$ cat src/rtl/status_flag_if.sv
// status_flag_if: ALU-side inputs, stack/flag commands and registered flag/stack status of status_flag_unit
// Ports (signals):
//   alu_a, alu_b, alu_result  ALU operands and result (WIDTH bits)
//   alu_carry_out             add carry / sub borrow
//   shift_out                 last bit shifted out
//   op_class                  00 logic, 01 add, 10 sub, 11 shift
//   update_flags, flags_push, flags_pop, clear_error  commands
//   zero_flag, carry_flag, sign_flag, overflow_flag   registered flags
//   stack_full, stack_empty, stack_error              stack status
// Modports: master drives commands/ALU data, slave is the flag unit.
interface status_flag_if #(
   parameter int WIDTH = 16
);
   logic [WIDTH-1:0] alu_a;
   logic [WIDTH-1:0] alu_b;
   logic [WIDTH-1:0] alu_result;
   logic             alu_carry_out;
   logic             shift_out;
   logic [1:0]       op_class;
   logic             update_flags;
   logic             flags_push;
   logic             flags_pop;
   logic             clear_error;
   logic             zero_flag;
   logic             carry_flag;
   logic             sign_flag;
   logic             overflow_flag;
   logic             stack_full;
   logic             stack_empty;
   logic             stack_error;
   modport master (
      output alu_a, alu_b, alu_result, alu_carry_out, shift_out, op_class,
             update_flags, flags_push, flags_pop, clear_error,
      input  zero_flag, carry_flag, sign_flag, overflow_flag,
             stack_full, stack_empty, stack_error
   );
   modport slave (
      input  alu_a, alu_b, alu_result, alu_carry_out, shift_out, op_class,
             update_flags, flags_push, flags_pop, clear_error,
      output zero_flag, carry_flag, sign_flag, overflow_flag,
             stack_full, stack_empty, stack_error
   );
endinterface

$ cat src/rtl/status_flag_unit.sv
// status_flag_unit: registered Z/C/S/O flags derived from ALU results, with a LIFO flag-save stack
// Ports:
//   clk      system clock, rising edge
//   reset_n  asynchronous active-low reset
//   bus      status_flag_if.slave: ALU data, commands, flags and stack status
module status_flag_unit #(
   parameter int WIDTH       = 16,
   parameter int STACK_DEPTH = 4
) (
   input  logic           clk,
   input  logic           reset_n,
   status_flag_if.slave   bus
);
   localparam int PW = $clog2(STACK_DEPTH + 1);
   localparam int AW = (STACK_DEPTH > 1) ? $clog2(STACK_DEPTH) : 1;
   localparam int M  = WIDTH - 1;
   // flags and stack entries are packed {Z,C,S,O}
   logic [3:0]    flags;
   logic [3:0]    flags_next;
   logic [3:0]    derived;
   logic [3:0]    stack_mem [2**AW];
   logic [PW-1:0] ptr;
   logic [PW-1:0] ptr_next;
   logic [AW-1:0] wr_idx;
   logic [AW-1:0] rd_idx;
   logic          err;
   logic          full;
   logic          empty;
   logic          carry;
   logic          ovf;
   logic          pop_ok;
   logic          push_ok;
   logic          set_err;
   assign full   = ptr == PW'(STACK_DEPTH);
   assign empty  = ptr == '0;
   assign wr_idx = AW'(ptr);
   assign rd_idx = AW'(ptr - PW'(1));
   always_comb begin
      carry   = bus.op_class == 2'b00 ? 1'b0 : bus.op_class == 2'b11 ? bus.shift_out : bus.alu_carry_out;
      ovf     = bus.op_class == 2'b01 ? (bus.alu_a[M] == bus.alu_b[M]) && (bus.alu_result[M] != bus.alu_a[M]) :
                bus.op_class == 2'b10 ? (bus.alu_a[M] != bus.alu_b[M]) && (bus.alu_result[M] != bus.alu_a[M]) : 1'b0;
      derived = {bus.alu_result == '0, carry, bus.alu_result[M], ovf};
      pop_ok  = bus.flags_pop && !bus.flags_push && !empty;
      push_ok = bus.flags_push && !bus.flags_pop && !full;
      set_err = (bus.flags_push && bus.flags_pop) || (bus.flags_pop && !bus.flags_push && empty) ||
                (bus.flags_push && !bus.flags_pop && full);
      // a successful pop overrides any update in the same cycle
      flags_next = pop_ok ? stack_mem[rd_idx] : bus.update_flags ? derived : flags;
      ptr_next   = pop_ok ? ptr - PW'(1) : push_ok ? ptr + PW'(1) : ptr;
   end
   always_ff @(posedge clk or negedge reset_n) begin
      if (!reset_n) begin
         flags <= '0;
         ptr   <= '0;
         err   <= 1'b0;
      end else begin
         flags <= flags_next;
         ptr   <= ptr_next;
         err   <= set_err ? 1'b1 : bus.clear_error ? 1'b0 : err;
      end
   end
   // storage is deliberately unreset; only the pointer defines valid entries
   always_ff @(posedge clk) begin
      if (push_ok) stack_mem[wr_idx] <= flags;
   end
   assign bus.zero_flag     = flags[3];
   assign bus.carry_flag    = flags[2];
   assign bus.sign_flag     = flags[1];
   assign bus.overflow_flag = flags[0];
   assign bus.stack_full    = full;
   assign bus.stack_empty   = empty;
   assign bus.stack_error   = err;
endmodule

$ cat src/flat_wrapper.sv
// flat-port wrapper written by rule: the top's interface ports become plain ports
module status_flag_unit_flat 
#(
   parameter int WIDTH       = 16,
   parameter int STACK_DEPTH = 4
)
  (clk, reset_n, bus_alu_a, bus_alu_b, bus_alu_result, bus_alu_carry_out, bus_shift_out, bus_op_class, bus_update_flags, bus_flags_push, bus_flags_pop, bus_clear_error, bus_zero_flag, bus_carry_flag, bus_sign_flag, bus_overflow_flag, bus_stack_full, bus_stack_empty, bus_stack_error);
  status_flag_if #(.WIDTH(WIDTH)) bus_i ();
  input  logic clk;
  input  logic reset_n;
  input wire logic [$bits(bus_i.alu_a)-1:0] bus_alu_a;
  input wire logic [$bits(bus_i.alu_b)-1:0] bus_alu_b;
  input wire logic [$bits(bus_i.alu_result)-1:0] bus_alu_result;
  input wire logic [$bits(bus_i.alu_carry_out)-1:0] bus_alu_carry_out;
  input wire logic [$bits(bus_i.shift_out)-1:0] bus_shift_out;
  input wire logic [$bits(bus_i.op_class)-1:0] bus_op_class;
  input wire logic [$bits(bus_i.update_flags)-1:0] bus_update_flags;
  input wire logic [$bits(bus_i.flags_push)-1:0] bus_flags_push;
  input wire logic [$bits(bus_i.flags_pop)-1:0] bus_flags_pop;
  input wire logic [$bits(bus_i.clear_error)-1:0] bus_clear_error;
  output wire logic [$bits(bus_i.zero_flag)-1:0] bus_zero_flag;
  output wire logic [$bits(bus_i.carry_flag)-1:0] bus_carry_flag;
  output wire logic [$bits(bus_i.sign_flag)-1:0] bus_sign_flag;
  output wire logic [$bits(bus_i.overflow_flag)-1:0] bus_overflow_flag;
  output wire logic [$bits(bus_i.stack_full)-1:0] bus_stack_full;
  output wire logic [$bits(bus_i.stack_empty)-1:0] bus_stack_empty;
  output wire logic [$bits(bus_i.stack_error)-1:0] bus_stack_error;
  assign bus_i.alu_a = bus_alu_a;
  assign bus_i.alu_b = bus_alu_b;
  assign bus_i.alu_result = bus_alu_result;
  assign bus_i.alu_carry_out = bus_alu_carry_out;
  assign bus_i.shift_out = bus_shift_out;
  assign bus_i.op_class = bus_op_class;
  assign bus_i.update_flags = bus_update_flags;
  assign bus_i.flags_push = bus_flags_push;
  assign bus_i.flags_pop = bus_flags_pop;
  assign bus_i.clear_error = bus_clear_error;
  assign bus_zero_flag = bus_i.zero_flag;
  assign bus_carry_flag = bus_i.carry_flag;
  assign bus_sign_flag = bus_i.sign_flag;
  assign bus_overflow_flag = bus_i.overflow_flag;
  assign bus_stack_full = bus_i.stack_full;
  assign bus_stack_empty = bus_i.stack_empty;
  assign bus_stack_error = bus_i.stack_error;
  status_flag_unit #(.WIDTH(WIDTH), .STACK_DEPTH(STACK_DEPTH)) u_core (.clk(clk), .reset_n(reset_n), .bus(bus_i));
endmodule
$ cat config.mk
export PLATFORM = sky130hd
export DESIGN_NAME = status_flag_unit_flat
export DESIGN_NICKNAME = d
export VERILOG_FILES = /design/src/rtl/status_flag_if.sv /design/src/rtl/status_flag_unit.sv /design/src/flat_wrapper.sv
export SDC_FILE = /design/constraint.sdc
export NUM_CORES = 1
export LEC_CHECK = 0
export ABC_AREA = 1
export CORE_MARGIN = 2
export CORE_UTILIZATION = 55
export DETAILED_ROUTE_END_ITERATION = 8
export DONT_BUFFER_PORTS = 1
export PLACE_DENSITY = 0.73
export RECOVER_POWER = 100
export SETUP_SLACK_MARGIN = 0.15
export SLEW_MARGIN = 20
export SYNTH_ARGS = -nofsm -noshare
export SYNTH_HDL_FRONTEND = slang
export SYNTH_SLANG_ARGS = --single-unit
$ cat constraint.sdc
create_clock -name clk -period 1.4 [get_ports clk]
set_input_delay 0.28 -clock clk [delete_from_list [all_inputs] [get_ports clk]]
set_output_delay 0.28 -clock clk [all_outputs]
set_load 0.1 [all_outputs]
==> out/qor.yml <==
worstSetupEndpointType: "output port"
coreArea_um2: 2212
setup_viol: 25
fillCellCount: 104
grt_max_degree: 15
insertedDiodeCount: 0
rsz0062_at_grt: "true"
final_common_cell: "nand2_1"
drt-pass1-iter-count: 4
clock_sinks: 24
slew_violations: 0
grt_usage_pct: 27.58
synth.area.top_cells: "edfxtp_1, dfrtp_1, nand2_1"
path_clk_slew_ns: 0.15
avgSynthCellArea_um2: 8.632
gp_congestion: 0.7949
dp_slack_ns: -0.06701
synth_seq_area_share_pct: 52.92
dieHeight_um: 52.36
crit_type: "reg -> out"
overflow: 0
final_cell_mix: "nand2_1, buf_4, inv_1"
fin_worst_skew_ns: 0.01091
fin_crit_sh_pct: 124.2
drt_iter0_markers: 79
netlist_area_um2: 1286
p_leak_uw: 0.0008639
yosysTopAreaCellShare_pct: 37.35
synthCells: 149
status: "finished with violations"
dp_hpwl_mm: 1.982
cts_root_buffer: "clkbuf_4"
grt_pass1_wl_mm: 5.043
numCtsBuffers: 3
drv_cap: 0
tns_ns: -6.059
drc: 0
areaGrowthSynthToFinish_pct: 49.12
die_area_um2: 2742
wl_per_cell_um: 20.25
ys_seq_elements: 24
fin_crit_ns: 1.738
vias: 1230
io_pins: 65
cp.arrival_ns: 1.46
synth_warnings: 0
worstSkewPairLatency_ns: 0.34
num_rows: 17
wl_mm: 4.292
slew_headroom_pct: 70.74
vdd_drop_max_mv: 2.528
setup_ws_ns: -0.3383
h-tree-depth: 1
cp_max_fo: 3
nNetsFinal: 249
syn_nets: 213
failed_checks: "setup timing"
antenna_found_initial: 0
hold_viol_final: 0
vias_per_cell: 5.802
hold_class: "in -> reg"
start_util_pct: 58.14
tightest_slew_ns: 0.4374
cts_tree: "built"
hold_ws_ns: 0.04852
cp-start-kind: "register"
clockBufferDepth: 2
port_buffers: 0
grt_pass1_vias: 1130
drive_gt1_share_pct: 40.76
crit_required_ns: 1.12
ant_nets: 0
clock.fmax_ghz: 0.5753
powerDensity_nw_per_um2: 2406
synth_cell_type_count: 19
synth_top_area_cell: "edfxtp_1"
die_w_um: 52.36
-- final cells by class --
cell class / instances / area [um^2] / area share [%]
Sequential cell: 24 / 686.9 / 35.81
Multi-Input combinational cell: 102 / 684.4 / 35.68
Timing Repair Buffer: 32 / 352.8 / 18.40
Inverter: 22 / 106.4 / 5.545
Tap cell: 28 / 35.03 / 1.826
Clock inverter: 1 / 30.03 / 1.566
Clock buffer: 3 / 22.52 / 1.174
-- routing by layer --
metal  track usage (%)  share of wire [%]
met5                 0                  0
met4             17.95                3.5
met3             4.000                7.3
met2             49.17                 53
met1             30.06                 36
-- Yosys cell counts, drive strengths merged --
cell type,n
nand3,19
o221ai,1
a21boi,1
dfrtp,8
nand2,49
nor2,21
inv,22
ha,6
edfxtp,16
xor2,1
xnor2,1
buf,1
o21ai,3
-- state kept, by name, summed over array words and instances (netlist names) --
name                    flops
u_core.ptr                  3
u_core.bus.stack_error      1
u_core.flags                4
u_core.stack_mem           16
-- stage by stage --
step	total power [uW]	utilization, %	instance area, um^2	std cells
4_1_cts	4139	81.79	1809	206
3_3_place_gp	3208	72.00	1593	190
5_1_grt	4751	86.71	1918	212
3_5_place_dp	3280	72.00	1593	190
6_report	4615	86.71	1918	212
2_1_floorplan	2594	-	1389	149
-- worst max-delay path: stages (launching register included) --
cell	delay, ns
dfrtp_1	0.43
inv_2	0.11
ha_4	0.15
nand2_4	0.05
buf_6	0.12
clkinvlp_4	0.08
buf_12	0.17
-- path summary, 6_finish.rpt --
path / to / slack (ns) / startpoint / cells past startpoint
setup / recovery: bus_stack_full / -0.34 / u_core.ptr[1]$_DFFE_PN0P_ / 6
hold / removal: u_core.bus.stack_error$_DFFE_PN0P_ / 0.05 / bus_clear_error / 1
setup reg to reg: u_core.stack_mem[3][0]$_DFFE_PP_ / -0.27 / u_core.ptr[1]$_DFFE_PN0P_ / 9
hold reg to reg: u_core.stack_mem[3][2]$_DFFE_PP_ / 0.54 / u_core.flags[2]$_DFFE_PN0P_ / 0
max in group asynchronous: u_core.flags[0]$_DFFE_PN0P_ / 0.77 / reset_n / 1
min in group asynchronous: u_core.ptr[1]$_DFFE_PN0P_ / 0.29 / reset_n / 1
-- what timing repair did --
item	CTS	global route
setup endpoints to repair	29	31
gates resized for setup	18	17
endpoints found under the hold margin	8	0
buffers inserted	11	6
pin swaps	7	5
hold buffers	1	0
-- report_power, final --
group | switching (uW) | internal (uW)
clock network | 234 | 290
logic | 1750 | 1190
registers | 150 | 995
total | 2140 | 2480
-- kinds of logic (layout without fill, tap and decap cells) --
kind of cell,count (synthesis),in the layout,share of synthesized area (%)
compound gates,5,5,2.432
flops,24,24,52.92
simple gates,89,89,30.06
buf+inv,23,58,7.393
xor+xnor,2,2,1.362
fa+ha+maj,6,6,5.836
(Power assumes the default switching activity.)
